--- config.mk ---
export PLATFORM = sky130hd
export DESIGN_NAME = pci_bus_arbiter
export DESIGN_NICKNAME = d
export VERILOG_FILES = /design/src/rtl/pci_bus_arbiter.sv
export SDC_FILE = /design/constraint.sdc
export NUM_CORES = 1
export LEC_CHECK = 0
export ABC_CLOCK_PERIOD_IN_PS = 4600
export BUFFER_PORTS_ARGS = -buffer_cell sky130_fd_sc_hd__buf_2
export CELL_PAD_IN_SITES_DETAIL_PLACEMENT = 1
export CELL_PAD_IN_SITES_GLOBAL_PLACEMENT = 1
export CORE_MARGIN = 8
export CORE_UTILIZATION = 30
export CTS_BUF_LIST = sky130_fd_sc_hd__clkbuf_8 sky130_fd_sc_hd__clkbuf_16
export CTS_CLUSTER_SIZE = 40
export DETAILED_ROUTE_END_ITERATION = 8
export MAX_ROUTING_LAYER = met4
export PLACE_DENSITY_LB_ADDON = 0.12
export SKIP_CTS_REPAIR_TIMING = 1
export SLEW_MARGIN = 10
export SYNTH_ARGS = -nofsm -noshare
export SYNTH_HDL_FRONTEND = slang
export SYNTH_SLANG_ARGS = --single-unit
--- constraint.sdc ---
create_clock -name clk -period 4.6 [get_ports clk]
set_input_delay 0.46 -clock clk [delete_from_list [all_inputs] [get_ports clk]]
set_output_delay 0.46 -clock clk [all_outputs]
set_load 0.02 [all_outputs]
--- src/rtl/pci_bus_arbiter.sv ---
// Central PCI bus arbiter: issues one GNT# at a time in FIFO or fixed-priority
// order, follows FRAME#/IRDY# bus ownership and revokes unused grants.
module pci_bus_arbiter #(
  parameter int unsigned N_REQ        = 8,
  parameter int unsigned GNT_TIMEOUT  = 16,
  localparam int unsigned ID_W        = $clog2(N_REQ),
  localparam int unsigned QC_W        = ID_W + 1,
  localparam int unsigned CNT_W       = $clog2(GNT_TIMEOUT)
) (
  input  logic             clk,
  input  logic             reset,
  input  logic [N_REQ-1:0] req_n,
  input  logic             frame_n,
  input  logic             irdy_n,
  input  logic             mode,
  output logic [N_REQ-1:0] gnt_n,
  output logic             gnt_valid,
  output logic [ID_W-1:0]  gnt_id,
  output logic [QC_W-1:0]  q_count
);

  typedef enum logic [1:0] {
    IDLE  = 2'd0,
    GRANT = 2'd1,
    BUSY  = 2'd2,
    TURN  = 2'd3
  } state_t;

  state_t                      state, state_nxt;
  logic [N_REQ-1:0][ID_W-1:0]  queue;
  logic [ID_W-1:0]             wr_ptr, wr_ptr_nxt;
  logic [ID_W-1:0]             rd_ptr, rd_ptr_nxt;
  logic [N_REQ-1:0]            pending, pending_nxt;
  logic [CNT_W-1:0]            cnt, cnt_nxt;
  logic                        mode_q, mode_q_nxt;
  logic [N_REQ-1:0]            gnt_n_nxt;
  logic                        gnt_valid_nxt;
  logic [ID_W-1:0]             gnt_id_nxt;
  logic [QC_W-1:0]             q_count_nxt;

  logic                        eff_mode;
  logic [ID_W-1:0]             head;
  logic [N_REQ-1:0]            granted_mask;
  logic [N_REQ-1:0]            enq_vec;
  logic                        enq;
  logic [ID_W-1:0]             enq_id;
  logic                        pop;
  logic                        flush;
  logic                        win_ok;
  logic [ID_W-1:0]             win_id;
  logic                        release_gnt;

  // Lowest set bit index of a request vector.
  function automatic logic [ID_W-1:0] lowest_idx(input logic [N_REQ-1:0] vec);
    logic [ID_W-1:0] idx;
    idx = '0;
    for (int i = int'(N_REQ) - 1; i >= 0; i--) begin
      if (vec[i]) idx = ID_W'(i);
    end
    return idx;
  endfunction

  // Mode is only re-sampled in IDLE; elsewhere the mode of the current tenure rules.
  always_comb begin
    eff_mode     = (state == IDLE) ? mode : mode_q;
    head         = queue[rd_ptr];
    granted_mask = gnt_valid ? (N_REQ'(1) << gnt_id) : '0;
    enq_vec      = ~req_n & ~pending & ~granted_mask;
    enq          = !eff_mode && (|enq_vec);
    enq_id       = lowest_idx(enq_vec);
  end

  always_comb begin
    state_nxt     = state;
    gnt_n_nxt     = gnt_n;
    gnt_valid_nxt = gnt_valid;
    gnt_id_nxt    = gnt_id;
    cnt_nxt       = cnt;
    mode_q_nxt    = mode_q;
    pop           = 1'b0;
    flush         = 1'b0;
    win_ok        = 1'b0;
    win_id        = '0;
    release_gnt   = 1'b0;

    case (state)
      IDLE: begin
        mode_q_nxt = mode;
        if (mode) begin
          flush = 1'b1;
          if (|(~req_n)) begin
            win_ok = 1'b1;
            win_id = lowest_idx(~req_n);
          end
        end else if (q_count != '0) begin
          // A head whose request was withdrawn is discarded without a grant.
          if (req_n[head]) begin
            pop = 1'b1;
          end else begin
            win_ok = 1'b1;
            win_id = head;
          end
        end
        if (win_ok) begin
          gnt_n_nxt     = ~(N_REQ'(1) << win_id);
          gnt_valid_nxt = 1'b1;
          gnt_id_nxt    = win_id;
          cnt_nxt       = '0;
          state_nxt     = GRANT;
        end
      end

      GRANT: begin
        if (!frame_n) begin
          release_gnt = 1'b1;
          pop         = !mode_q;
          state_nxt   = BUSY;
        end else if (req_n[gnt_id] || (cnt == CNT_W'(GNT_TIMEOUT - 1))) begin
          release_gnt = 1'b1;
          pop         = !mode_q;
          state_nxt   = IDLE;
        end else begin
          cnt_nxt = cnt + CNT_W'(1);
        end
      end

      BUSY: begin
        if (frame_n && irdy_n) state_nxt = TURN;
      end

      TURN: begin
        state_nxt = IDLE;
      end

      default: begin
        state_nxt = IDLE;
      end
    endcase

    if (release_gnt) begin
      gnt_n_nxt     = '1;
      gnt_valid_nxt = 1'b0;
    end
  end

  // Queue bookkeeping; one enqueue and one pop may coincide.
  always_comb begin
    wr_ptr_nxt  = wr_ptr;
    rd_ptr_nxt  = rd_ptr;
    pending_nxt = pending;
    q_count_nxt = q_count;
    if (flush) begin
      wr_ptr_nxt  = '0;
      rd_ptr_nxt  = '0;
      pending_nxt = '0;
      q_count_nxt = '0;
    end else begin
      if (pop) begin
        rd_ptr_nxt        = rd_ptr + ID_W'(1);
        pending_nxt[head] = 1'b0;
      end
      if (enq) begin
        wr_ptr_nxt          = wr_ptr + ID_W'(1);
        pending_nxt[enq_id] = 1'b1;
      end
      q_count_nxt = q_count + QC_W'(enq) - QC_W'(pop);
    end
  end

  always_ff @(posedge clk or negedge reset) begin
    if (!reset) begin
      state     <= IDLE;
      gnt_n     <= '1;
      gnt_valid <= 1'b0;
      gnt_id    <= '0;
      q_count   <= '0;
      wr_ptr    <= '0;
      rd_ptr    <= '0;
      pending   <= '0;
      cnt       <= '0;
      mode_q    <= 1'b0;
      queue     <= '0;
    end else begin
      state     <= state_nxt;
      gnt_n     <= gnt_n_nxt;
      gnt_valid <= gnt_valid_nxt;
      gnt_id    <= gnt_id_nxt;
      q_count   <= q_count_nxt;
      wr_ptr    <= wr_ptr_nxt;
      rd_ptr    <= rd_ptr_nxt;
      pending   <= pending_nxt;
      cnt       <= cnt_nxt;
      mode_q    <= mode_q_nxt;
      if (enq) queue[wr_ptr] <= enq_id;
    end
  end

endmodule

==> qor.csv <==
metric;value;unit
place_worst_setup_slack;0.919;ns
crit_path_max_fanout;13;
cpPeakStageDelay;0.64;ns
gp_congestion;0.781;
synth_warnings;0;
synthToLayoutAreaGrowth;16.2;%
fin_skew;0.0126;ns
drive_above_1_share;25.8;%
htreeDepth;3;
ys_async_sr_fraction;100;%
mostFrequentLayoutCell;dfrtp_1;
arrival;3.85;ns
synth-edff-count;0;
reg2reg_to;q_count[2];
grt_pass1_vias;2775;
drv_cap;0;
final_nets;377;
synth.yosys.seq_area_share;43.7;%
synth_top_cell_area_share;37.7;%
final_cell_mix;53 x dfrtp_1, 28 x buf_2, 24 x mux2_2, 22 x nand2_1, 20 x inv_1;
syn_nets;346;
finalCritPeriodShare;79.0;%
drtIter0Drc;103;
r2r-start;rd_ptr[0];
ir_drop;0.228;mV
cts_tree;yes;
die-area;15400;sq um
n_fill_cell;1289;
synth.area.top_cells;dfrtp_1 38%, mux2_2 7.7%, dfstp_2 6.0%, mux4_2 3.2%, mux2i_1 3.1%;
grt_first_pass_wirelength;15800;um
track_usage;13.1;%
worst-path-buf-inv;2;
diodes;0;
hold_viol;0;
synth_area_leader_cell;dfrtp_1;
initial_utilization;30.8;%
hold_class;primary input to asynchronous set/reset pin;
syn_inst;324;
worst_path_max_delay_cell;dfrtp_1;
critical_path_class;flop to flop;
synth.avg_cell_area;10.9;sq um
status;finished clean;
layout_min_cycle_time;3.63;ns
cts_made_buffers;9;
finalMaxSlewViolations;0;
vias;2595;
clk_latency;0.33;ns
worstSetupStartpointType;flop;
synthFlopType;dfrtp_1;
crit_path_end_kind;flop;
route.detailed.drc;0;
hold_slack;0.0839;ns
p_leak;0.00179;uW
die_h;124;um
cts-root-buf;clkbuf_16;
antenna_found_initial;0;
syn-cell-area;3520;sq um
hpwl;7010;um
vias_per_cell;5.16;
coreArea;11400;sq um
synth-seq-cells;61;
path_delay_family;multiplexers;
post_drt_wl_per_cell;18.5;um
detail_route.wirelength;9320;um
clk_pin_slew;0.06;ns
clockBufferDepth;2;
placementRows;39;
path_cells;mux2_1, mux4_2, mux2i_1, a22oi_2, a31oi_4, inv_1, ha_1, inv_1, ha_1, fa_1, xnor2_1, nor2_1;
die_w;124;um
synth_cell_types;55;
fin_ws;0.968;ns
crit_required;4.82;ns
ios;29;
r2r_cells;12;
max_freq;275;MHz
setup_tns;0;ns
numPortBuffers;28;
worst_pin_slew;1.08;ns
finalSetupViolCount;0;
overflow;0;
cts_sinks;61;
p_per_area;775;nW/um^2
slew-limit-headroom;28.1;%
dr.pass1.iters;4;
ant_nets;0;
grt_setup_unrepaired;no;
reg2reg_slack;0.97;ns
grt_max_degree;43;
p_total;3170;uW
==> kinds of logic (layout without fill, tap and decap cells) <==
family / count (synthesis) / count (layout) / synth area share [%]
compound gates: 71 / 71 / 14.7
fa+ha+maj: 9 / 9 / 3.42
buf+inv: 30 / 66 / 3.98
simple gates: 99 / 99 / 15.1
flops: 61 / 61 / 43.7
xor+xnor: 6 / 6 / 1.49
mux: 48 / 48 / 17.6
==> flip-flops by register name, indices dropped and copies added (netlist names), 3 cells and up, named ones only <==
register / cells
cnt: 4
wr_ptr: 3
gnt_id: 3
pending: 8
queue: 24
gnt_n: 8
rd_ptr: 3
q_count: 4
==> report_power, final <==
group,internal (uW),switching (uW),leakage (uW)
logic,675,849,0.000872
clock network,418,238,0.000154
registers,767,218,0.000765
==> synth_stat cells, drive strengths merged (5+ instances only) <==
cell type,count
ha,8
mux2i,11
inv,18
and2,8
nand2b,12
nand3b,5
dfstp,8
dfrtp,53
a21oi,16
o21ai,19
nor2,16
a2bb2oi,6
buf,8
nand3,8
mux4,7
nand2,23
mux2,30
nor2b,7
==> metrics by stage <==
stage / instance area, sq um / cells / util [%]
after floorplan: 3520 / 324 / -
after global placement: 3790 / 487 / 33.2
after detailed placement: 3790 / 487 / 33.2
after CTS: 4090 / 503 / 35.8
after global routing: 4090 / 503 / 35.8
final: 4090 / 503 / 35.8
==> final cells by class <==
class | count | area (sq um) | area share (%)
well taps | 143 | 179 | 4.38
multi-input cells | 233 | 1840 | 45.0
inverters | 18 | 67.6 | 1.65
repair buffers | 32 | 170 | 4.16
clock buffers | 13 | 280 | 6.86
clock inverters | 3 | 12.5 | 0.306
flip-flops and latches | 61 | 1540 | 37.6
==> layer usage <==
layer  up-vias  GRT usage [%]  part of all wire [%]
met1      1303           16.7                    49
met4         0           4.82                   1.5
met2        43           19.4                    47
met3        10           3.49                   3.2
met5         -              -                     0
li1       1239              -                     -
==> how the worst max path moves through the flow <==
stage	startpoint	to	slack, ns	cells past startpoint
6_report	rd_ptr[0]	q_count[2]	0.97	12
5_1_grt	rd_ptr[0]	q_count[2]	0.75	12
4_1_cts	rd_ptr[0]	q_count[2]	0.92	12
3_5_place_dp	rd_ptr[0]	q_count[2]	0.92	12
3_3_place_gp	rd_ptr[0]	q_count[2]	1.04	12
2_1_floorplan	rd_ptr[0]	q_count[1]	1.25	14
No activity file was read; power rests on OpenSTA's default activity.
